### config.mk
export PLATFORM = sky130hd
export DESIGN_NAME = alu_param_pipe
export DESIGN_NICKNAME = d
export VERILOG_FILES = /design/src/rtl/alu_param_pipe.sv
export SDC_FILE = /design/constraint.sdc
export NUM_CORES = 1
export LEC_CHECK = 0
export BUFFER_PORTS_ARGS = -buffer_cell sky130_fd_sc_hd__buf_2
export CAP_MARGIN = 20
export CORE_ASPECT_RATIO = 1.4
export CORE_UTILIZATION = 30
export CTS_CLUSTER_DIAMETER = 120
export DETAILED_ROUTE_END_ITERATION = 12
export HOLD_SLACK_MARGIN = 0.1
export PLACE_DENSITY = 0.5
export SLEW_MARGIN = 10
export SYNTH_ARGS = -nofsm -noshare
export SYNTH_HDL_FRONTEND = slang
export SYNTH_SLANG_ARGS = --single-unit
### constraint.sdc
create_clock -name CLK -period 7.5 [get_ports CLK]
set_input_delay 0.75 -clock CLK [delete_from_list [all_inputs] [get_ports CLK]]
set_output_delay 0.75 -clock CLK [all_outputs]
set_load 0.02 [all_outputs]
### src/rtl/alu_param_pipe.sv
// Registered, parametrised ALU with a valid/ready input handshake.
// Divides run on an iterative restoring divider; every other opcode completes one cycle after acceptance.
module alu_param_pipe #(
  parameter int unsigned WIDTH      = 16,
  parameter int unsigned SHIFT_MODE = 0
) (
  input  logic             CLK,
  input  logic             RST,
  input  logic [WIDTH-1:0] A,
  input  logic [WIDTH-1:0] B,
  input  logic [3:0]       ALU_FUN,
  input  logic             IN_VALID,
  output logic             IN_READY,
  output logic [WIDTH-1:0] ALU_OUT,
  output logic [WIDTH-1:0] MUL_HI,
  output logic             Carry_Flag,
  output logic             Arith_flag,
  output logic             Logic_flag,
  output logic             CMP_flag,
  output logic             Shift_flag,
  output logic             Zero_Flag,
  output logic             Div_Zero_Flag,
  output logic             OUT_VALID
);

  localparam int unsigned SW = $clog2(WIDTH);

  typedef enum logic [1:0] {StIdle, StDiv, StDone} state_e;

  state_e state_q, state_d;

  logic             accept, start_div;
  logic [WIDTH-1:0] a_q, b_q;
  logic [3:0]       op_q;
  logic             cap_q;

  logic [WIDTH-1:0] rem_q, quo_q, dvs_q;
  logic [SW-1:0]    cnt_q;
  logic [WIDTH:0]   shifted, sub;
  logic             ge;
  logic [WIDTH-1:0] rem_nxt;

  logic [WIDTH:0]     sum;
  logic [2*WIDTH-1:0] prod;
  logic [SW-1:0]      shamt;
  logic [WIDTH-1:0]   res, hi;
  logic               carry, arith, logic_c, cmp, shift, dz;

  assign IN_READY  = (state_q == StIdle);
  assign accept    = IN_VALID & IN_READY;
  // Only a divide with a non-zero divisor goes through the iterative path.
  assign start_div = accept && (ALU_FUN == 4'b0011) && (B != '0);

  always_comb begin
    state_d = state_q;
    unique case (state_q)
      StIdle: if (start_div) state_d = StDiv;
      StDiv:  if (cnt_q == SW'(WIDTH - 1)) state_d = StDone;
      StDone: state_d = StIdle;
      default: state_d = StIdle;
    endcase
  end

  always_ff @(posedge CLK or posedge RST) begin
    if (RST) begin
      state_q <= StIdle;
    end else begin
      state_q <= state_d;
    end
  end

  always_ff @(posedge CLK or posedge RST) begin
    if (RST) begin
      a_q   <= '0;
      b_q   <= '0;
      op_q  <= '0;
      cap_q <= 1'b0;
    end else begin
      cap_q <= accept && !start_div;
      if (accept && !start_div) begin
        a_q  <= A;
        b_q  <= B;
        op_q <= ALU_FUN;
      end
    end
  end

  // Restoring divide step: partial remainder never exceeds the divisor, so WIDTH+1 bits suffice.
  always_comb begin
    shifted = {rem_q, quo_q[WIDTH-1]};
    sub     = shifted - {1'b0, dvs_q};
    ge      = (shifted >= {1'b0, dvs_q});
    rem_nxt = ge ? sub[WIDTH-1:0] : shifted[WIDTH-1:0];
  end

  always_ff @(posedge CLK or posedge RST) begin
    if (RST) begin
      rem_q <= '0;
      quo_q <= '0;
      dvs_q <= '0;
      cnt_q <= '0;
    end else if (start_div) begin
      rem_q <= '0;
      quo_q <= A;
      dvs_q <= B;
      cnt_q <= '0;
    end else if (state_q == StDiv) begin
      rem_q <= rem_nxt;
      quo_q <= {quo_q[WIDTH-2:0], ge};
      cnt_q <= cnt_q + SW'(1);
    end
  end

  always_comb begin
    sum     = {1'b0, a_q} + {1'b0, b_q};
    prod    = {{WIDTH{1'b0}}, a_q} * {{WIDTH{1'b0}}, b_q};
    shamt   = (SHIFT_MODE != 0) ? b_q[SW-1:0] : SW'(1);
    res     = '0;
    hi      = '0;
    carry   = 1'b0;
    arith   = 1'b0;
    logic_c = 1'b0;
    cmp     = 1'b0;
    shift   = 1'b0;
    dz      = 1'b0;
    unique case (op_q)
      4'b0000: begin res = sum[WIDTH-1:0]; carry = sum[WIDTH]; arith = 1'b1; end
      4'b0001: begin res = a_q - b_q; carry = (a_q < b_q); arith = 1'b1; end
      4'b0010: begin res = prod[WIDTH-1:0]; hi = prod[2*WIDTH-1:WIDTH]; arith = 1'b1; end
      // Only the zero-divisor case reaches this path.
      4'b0011: begin res = '1; dz = 1'b1; arith = 1'b1; end
      4'b0100: begin res = a_q & b_q; logic_c = 1'b1; end
      4'b0101: begin res = a_q | b_q; logic_c = 1'b1; end
      4'b0110: begin res = ~(a_q & b_q); logic_c = 1'b1; end
      4'b0111: begin res = ~(a_q | b_q); logic_c = 1'b1; end
      4'b1000: begin res = a_q ^ b_q; logic_c = 1'b1; end
      4'b1001: begin res = ~(a_q ^ b_q); logic_c = 1'b1; end
      4'b1010: begin res = (a_q == b_q) ? WIDTH'(1) : '0; cmp = 1'b1; end
      4'b1011: begin res = (a_q > b_q) ? WIDTH'(2) : '0; cmp = 1'b1; end
      4'b1100: begin res = (a_q < b_q) ? WIDTH'(3) : '0; cmp = 1'b1; end
      4'b1101: begin res = a_q >> shamt; shift = 1'b1; end
      4'b1110: begin res = a_q << shamt; shift = 1'b1; end
      default: ;
    endcase
  end

  always_ff @(posedge CLK or posedge RST) begin
    if (RST) begin
      ALU_OUT       <= '0;
      MUL_HI        <= '0;
      Carry_Flag    <= 1'b0;
      Arith_flag    <= 1'b0;
      Logic_flag    <= 1'b0;
      CMP_flag      <= 1'b0;
      Shift_flag    <= 1'b0;
      Zero_Flag     <= 1'b0;
      Div_Zero_Flag <= 1'b0;
      OUT_VALID     <= 1'b0;
    end else begin
      OUT_VALID <= 1'b0;
      if (state_q == StDone) begin
        ALU_OUT       <= quo_q;
        MUL_HI        <= '0;
        Carry_Flag    <= 1'b0;
        Arith_flag    <= 1'b1;
        Logic_flag    <= 1'b0;
        CMP_flag      <= 1'b0;
        Shift_flag    <= 1'b0;
        Zero_Flag     <= (quo_q == '0);
        Div_Zero_Flag <= 1'b0;
        OUT_VALID     <= 1'b1;
      end else if (cap_q) begin
        ALU_OUT       <= res;
        MUL_HI        <= hi;
        Carry_Flag    <= carry;
        Arith_flag    <= arith;
        Logic_flag    <= logic_c;
        CMP_flag      <= cmp;
        Shift_flag    <= shift;
        Zero_Flag     <= (res == '0);
        Div_Zero_Flag <= dz;
        OUT_VALID     <= 1'b1;
      end
    end
  end

endmodule
* Yosys cells after proc, flatten, opt, wreduce, memory -nomap -nowiden
Cells that the tools add are included.
Word-level totals: register bits 131, bits in latches 0, RAM bits 0, ROM bits 0, input port bits 39, output and inout bits 41, memories kept 0
Operators by class: $add $sub $neg 4, multipliers 1, div/mod/pow operators 0, magnitude comparators 3, eq/ne operators 21, shifts and indexed selects 0, mux-type cells 41, bitwise operators 7, reductions and logical operators 16
Operators with widths (number):
- $pmux 16 s15 | 1
- $mux 16 | 10
- $not 16->16 | 3
- $eq 4x4->1 const B | 8
- $logic_not 16->1 | 2
- $mul 16x16->32 | 1
- $sub 16x16->16 | 2
- $mux 1 | 22
- $add 16x16->17 | 1
- $ge 17x16->1 | 1
- $and 16x16->16 | 1
- $eq 16x16->1 | 1
- $eq 4x3->1 const B | 4
- $gt 16x16->1 | 1
- $lt 16x16->1 | 1
- $or 16x16->16 | 1
- $reduce_bool 16->1 | 1
- $xor 16x16->16 | 1
- $eq 4x2->1 const B | 3
- $mux 2 | 4
- $mux 4 | 2
- $reduce_or 6->1 | 1
- $add 4x1->4 const B | 1
- $eq 4x1->1 const B | 1
- other kinds (16) | 19

* Logic depth before layout (Yosys ltp)
depth after elaboration 6, mapped depth 27, depth with buffers taken out 25

* Least setup slack after synthesis
No wires, ideal clock.
path type reg2reg, from register a_q[6], to register MUL_HI[14], library setup time 0.070 ns, data arrival time 6.023 ns, required time 7.430 ns, path slack 1.407 ns, cell stages (with the launch flop) 25, buffers on the path 2, clock period less this slack 6.093 ns, path through dfrtp_1 clkbuf_1 inv_1 clkbuf_1 nor2_1 fa_1 inv_1 fa_1 fa_1 fa_1 inv_1 fa_1 inv_1 fa_1 inv_1 ha_1 a21boi_1 o22ai_1 o21a_1 o31ai_2 a31oi_1 o21ai_1 a21oi_1 nor4bb_1 nand3b_1
On the way: longest elaborated chain between the ends 4
Ends and longest elaborated chain:
- start: declaration | line 33 | logic [WIDTH-1:0] a_q, b_q;
- start signal: assignment | line 74 | a_q <= '0;
- start signal: assignment | line 81 | a_q <= A;
- $mul 16x16->32 | line 116 | prod = {{WIDTH{1'b0}}, a_q} * {{WIDTH{1'b0}}, b_q};
- $mux 16 | line 126 | unique case (op_q)
- $mux 16 | line 172 | end else if (cap_q) begin
- $mux 16 | line 161 | if (state_q == StDone) begin
- end signal: assignment | line 174 | MUL_HI <= hi;
- end: declaration | line 15 | output logic [WIDTH-1:0] MUL_HI,
Every way passes these cells. The select of a mux whose other input is x is not followed. A chain may end at the register's enable or synchronous reset.

* Worst setup path in the final report
from register a_q[8], to register MUL_HI[15]
The elaborated chain is that of the path after synthesis.

==> impl_metrics.env <==
export IMPL_yosys_area_top_type_share_pct=22.4
export IMPL_reg2reg_from="a_q[8]"
export IMPL_portBuffers=79
export IMPL_wl_um=68500
export IMPL_cts_repair_resized=0
export IMPL_tightestPinTransition_ns=1.01
export IMPL_htreeDepth=4
export IMPL_die_height_um=288
export IMPL_remaining_drc_errors=0
export IMPL_finalCritPeriodShare_pct=93.8
export IMPL_crit_chain="clkinv_1, buf_4, nor2_1, fa_1, inv_1, fa_1, fa_1, inv_1, fa_1, fa_1, inv_1, fa_1, inv_1, ha_1, o2111ai_1, and2_1, o31ai_1, nand4_1, a31oi_1, a31oi_1, xnor2_1, a22o_1"
export IMPL_cp_common_cell="fa_1"
export IMPL_cap_violations=0
export IMPL_grt_pass1_vias=16316
export IMPL_synth_avg_cell_area_um2=8.39
export IMPL_r2r_end="MUL_HI[15]"
export IMPL_ff2ff_path_depth=22
export IMPL_dp_hpwl_um=53700
export IMPL_vias=15850
export IMPL_path_clk_slew_ns=0.07
export IMPL_hold_path_class="in2async"
export IMPL_fillers=6103
export IMPL_syn_to_final_growth_pct=11.6
export IMPL_grt_overflow=0
export IMPL_io_pins=80
export IMPL_rsz0062_at_grt="no"
export IMPL_cts_sinks=131
export IMPL_critical_path_class="reg2reg"
export IMPL_dr_first_iter_drc_count=1091
export IMPL_routed_via_density=5.46
export IMPL_r2r_slack_ns=0.46
export IMPL_clockRootBuffer="clkbuf_16"
export IMPL_syn_inst=2088
export IMPL_nets=2553
export IMPL_skew_ns=0.0120
export IMPL_arrival_ns=7.38
export IMPL_antenna_left=0
export IMPL_die_width_um=206
export IMPL_grt_max_degree=84
export IMPL_cts_max_path_buffers=2
export IMPL_yosys_register_bits=131
export IMPL_first_pass_iters=5
export IMPL_postCtsSetupBuffers=0
export IMPL_synthArstFlopShare_pct=100
export IMPL_fp_coreArea_um2=57600
export IMPL_drv_slew=0
export IMPL_mostFrequentLayoutCell="nand2_1"
export IMPL_worstSetupStartpointType="register"
export IMPL_ys_seq_area_share_pct=18.7
export IMPL_ys_flop_type="dfrtp_1"
export IMPL_setup_viol=0
export IMPL_synth_edf_count=0
export IMPL_grt_pass1_wl_um=102000
export IMPL_hold_buffers=0
export IMPL_dieArea_um2=59400
export IMPL_worst_path_max_delay_cell="dfrtp_1"
export IMPL_synth_area_um2=17500
export IMPL_initial_core_util_pct=30.4
export IMPL_fin_crit_ns=7.04
export IMPL_critPathTopFamily="adder cells"
export IMPL_outcome="completed"
export IMPL_synthTopCellsByArea="fa_1 (22%), dfrtp_1 (19%), ha_1 (12%)"
export IMPL_hold_violations=0
export IMPL_post_synth_top_area_cell="fa_1"
export IMPL_wire_per_inst_um=23.6
export IMPL_gp_congestion=0.970
export IMPL_layout_common_cells="nand2_1 (299), inv_1 (297), fa_1 (196)"
export IMPL_track_usage_pct=23.5
export IMPL_worst_path_max_fanout=13
export IMPL_cp_end_kind="register"
export IMPL_tns_ns=0
export IMPL_antenna_found_initial=4
export IMPL_drive_gt1_share_pct=10.2
export IMPL_clk_latency_ns=0.46
export IMPL_max_stage_delay_ns=0.83
export IMPL_yosysWarnings=0
export IMPL_required_ns=7.85
export IMPL_core_rowCount=104
export IMPL_synth_cell_types=97
export IMPL_tritoncts_num_buffers=17
export IMPL_syn_nets=2494
export IMPL_cp_num_buf_inv=6
export IMPL_cts_tree="done"
export IMPL_max_freq_mhz=142
export IMPL_max_slew_margin_pct=32.6
-- kinds of logic (layout without fill, tap and decap cells) --
group	Yosys count	after routing	synth area share (%)
buffers and inverters	422	494	9.32
other	0	2	0
adder cells (fa/ha/maj)	367	367	34.6
AND/OR/NAND/NOR	643	643	16.3
AO/OA/AOI/OAI	452	452	17.3
multiplexers	8	8	0.486
flip-flops	131	131	18.7
XOR/XNOR	65	65	3.25
-- through the flow --
stage	area, um2	utilization (%)	worst slack (ns)	hold WS (ns)	cells
final	19500	33.9	0.464	0.437	2904
after global routing	19500	33.9	0.194	0.503	2903
after CTS	19500	33.9	0.458	0.471	2902
after detailed placement	18900	32.8	0.487	0.482	2870
after global placement	18900	32.8	0.529	0.469	2870
after floorplan	17500	-	1.41	0.449	2088
-- Yosys cell counts, types with 10 or more instances --
cell type	n
a21o_1	12
nor2_1	176
ha_1	171
a211oi_1	15
a22oi_1	39
nor4_1	14
nand3_1	17
buf_2	26
a22o_1	18
fa_1	196
clkbuf_1	73
inv_1	298
nand4_1	10
xnor2_1	39
o22ai_1	24
nand2_1	299
o21ai_0	122
nand2b_1	25
a31oi_1	14
dfrtp_1	131
nor2b_1	20
a21oi_1	80
o21ai_1	17
xor2_1	26
o21a_1	11
nor3_1	25
clkinv_1	14
-- layout make-up --
class                   instances  area (um2)  share of cell area (%)
clock buffers                  19         453                    2.32
well taps                     742         928                    4.75
inverters                     314        1180                    6.06
clock inverters                13         171                   0.877
multi-input cells            1535       12600                    64.5
flip-flops and latches        131        3280                    16.8
diodes                          2        5.00                  0.0256
repair buffers                148         913                    4.67
-- flip-flops by register name, summed over array words and instances, names as in the netlist, 2 cells and up --
signal   cells
op_q         4
b_q         16
a_q         16
dvs_q       16
state_q      2
cnt_q        4
ALU_OUT     16
quo_q       16
MUL_HI      16
rem_q       16
-- metal layers --
layer	GRT usage, %	up-vias	wire, um
li1	-	7032	-
met2	41.6	580	35200
met1	26.9	8047	25900
met3	2.95	187	3270
met5	0	-	21
met4	14.2	4	4120
-- worst register-to-register path: cells and delay by family, from the launching register on --
family / cells / cell delay (ns)
xor+xnor: 1 / 0.15
fa+ha+maj: 7 / 3.17
simple gates: 3 / 0.54
compound gates: 5 / 1.37
flops: 1 / 0.83
buf+inv: 6 / 0.87
-- how the worst max path moves through the flow --
stage	depth (start not counted)	startpoint	endpoint	slack (ns)
2_1_floorplan	24	a_q[6]	MUL_HI[14]	1.41
3_3_place_gp	23	a_q[8]	MUL_HI[15]	0.53
3_5_place_dp	22	a_q[8]	MUL_HI[15]	0.49
4_1_cts	22	a_q[8]	MUL_HI[15]	0.46
5_1_grt	22	a_q[8]	MUL_HI[15]	0.19
6_report	22	a_q[8]	MUL_HI[15]	0.46
Power is not shown: default switching activity piles up to over one toggle a cycle in this logic, so the estimate is an artifact.
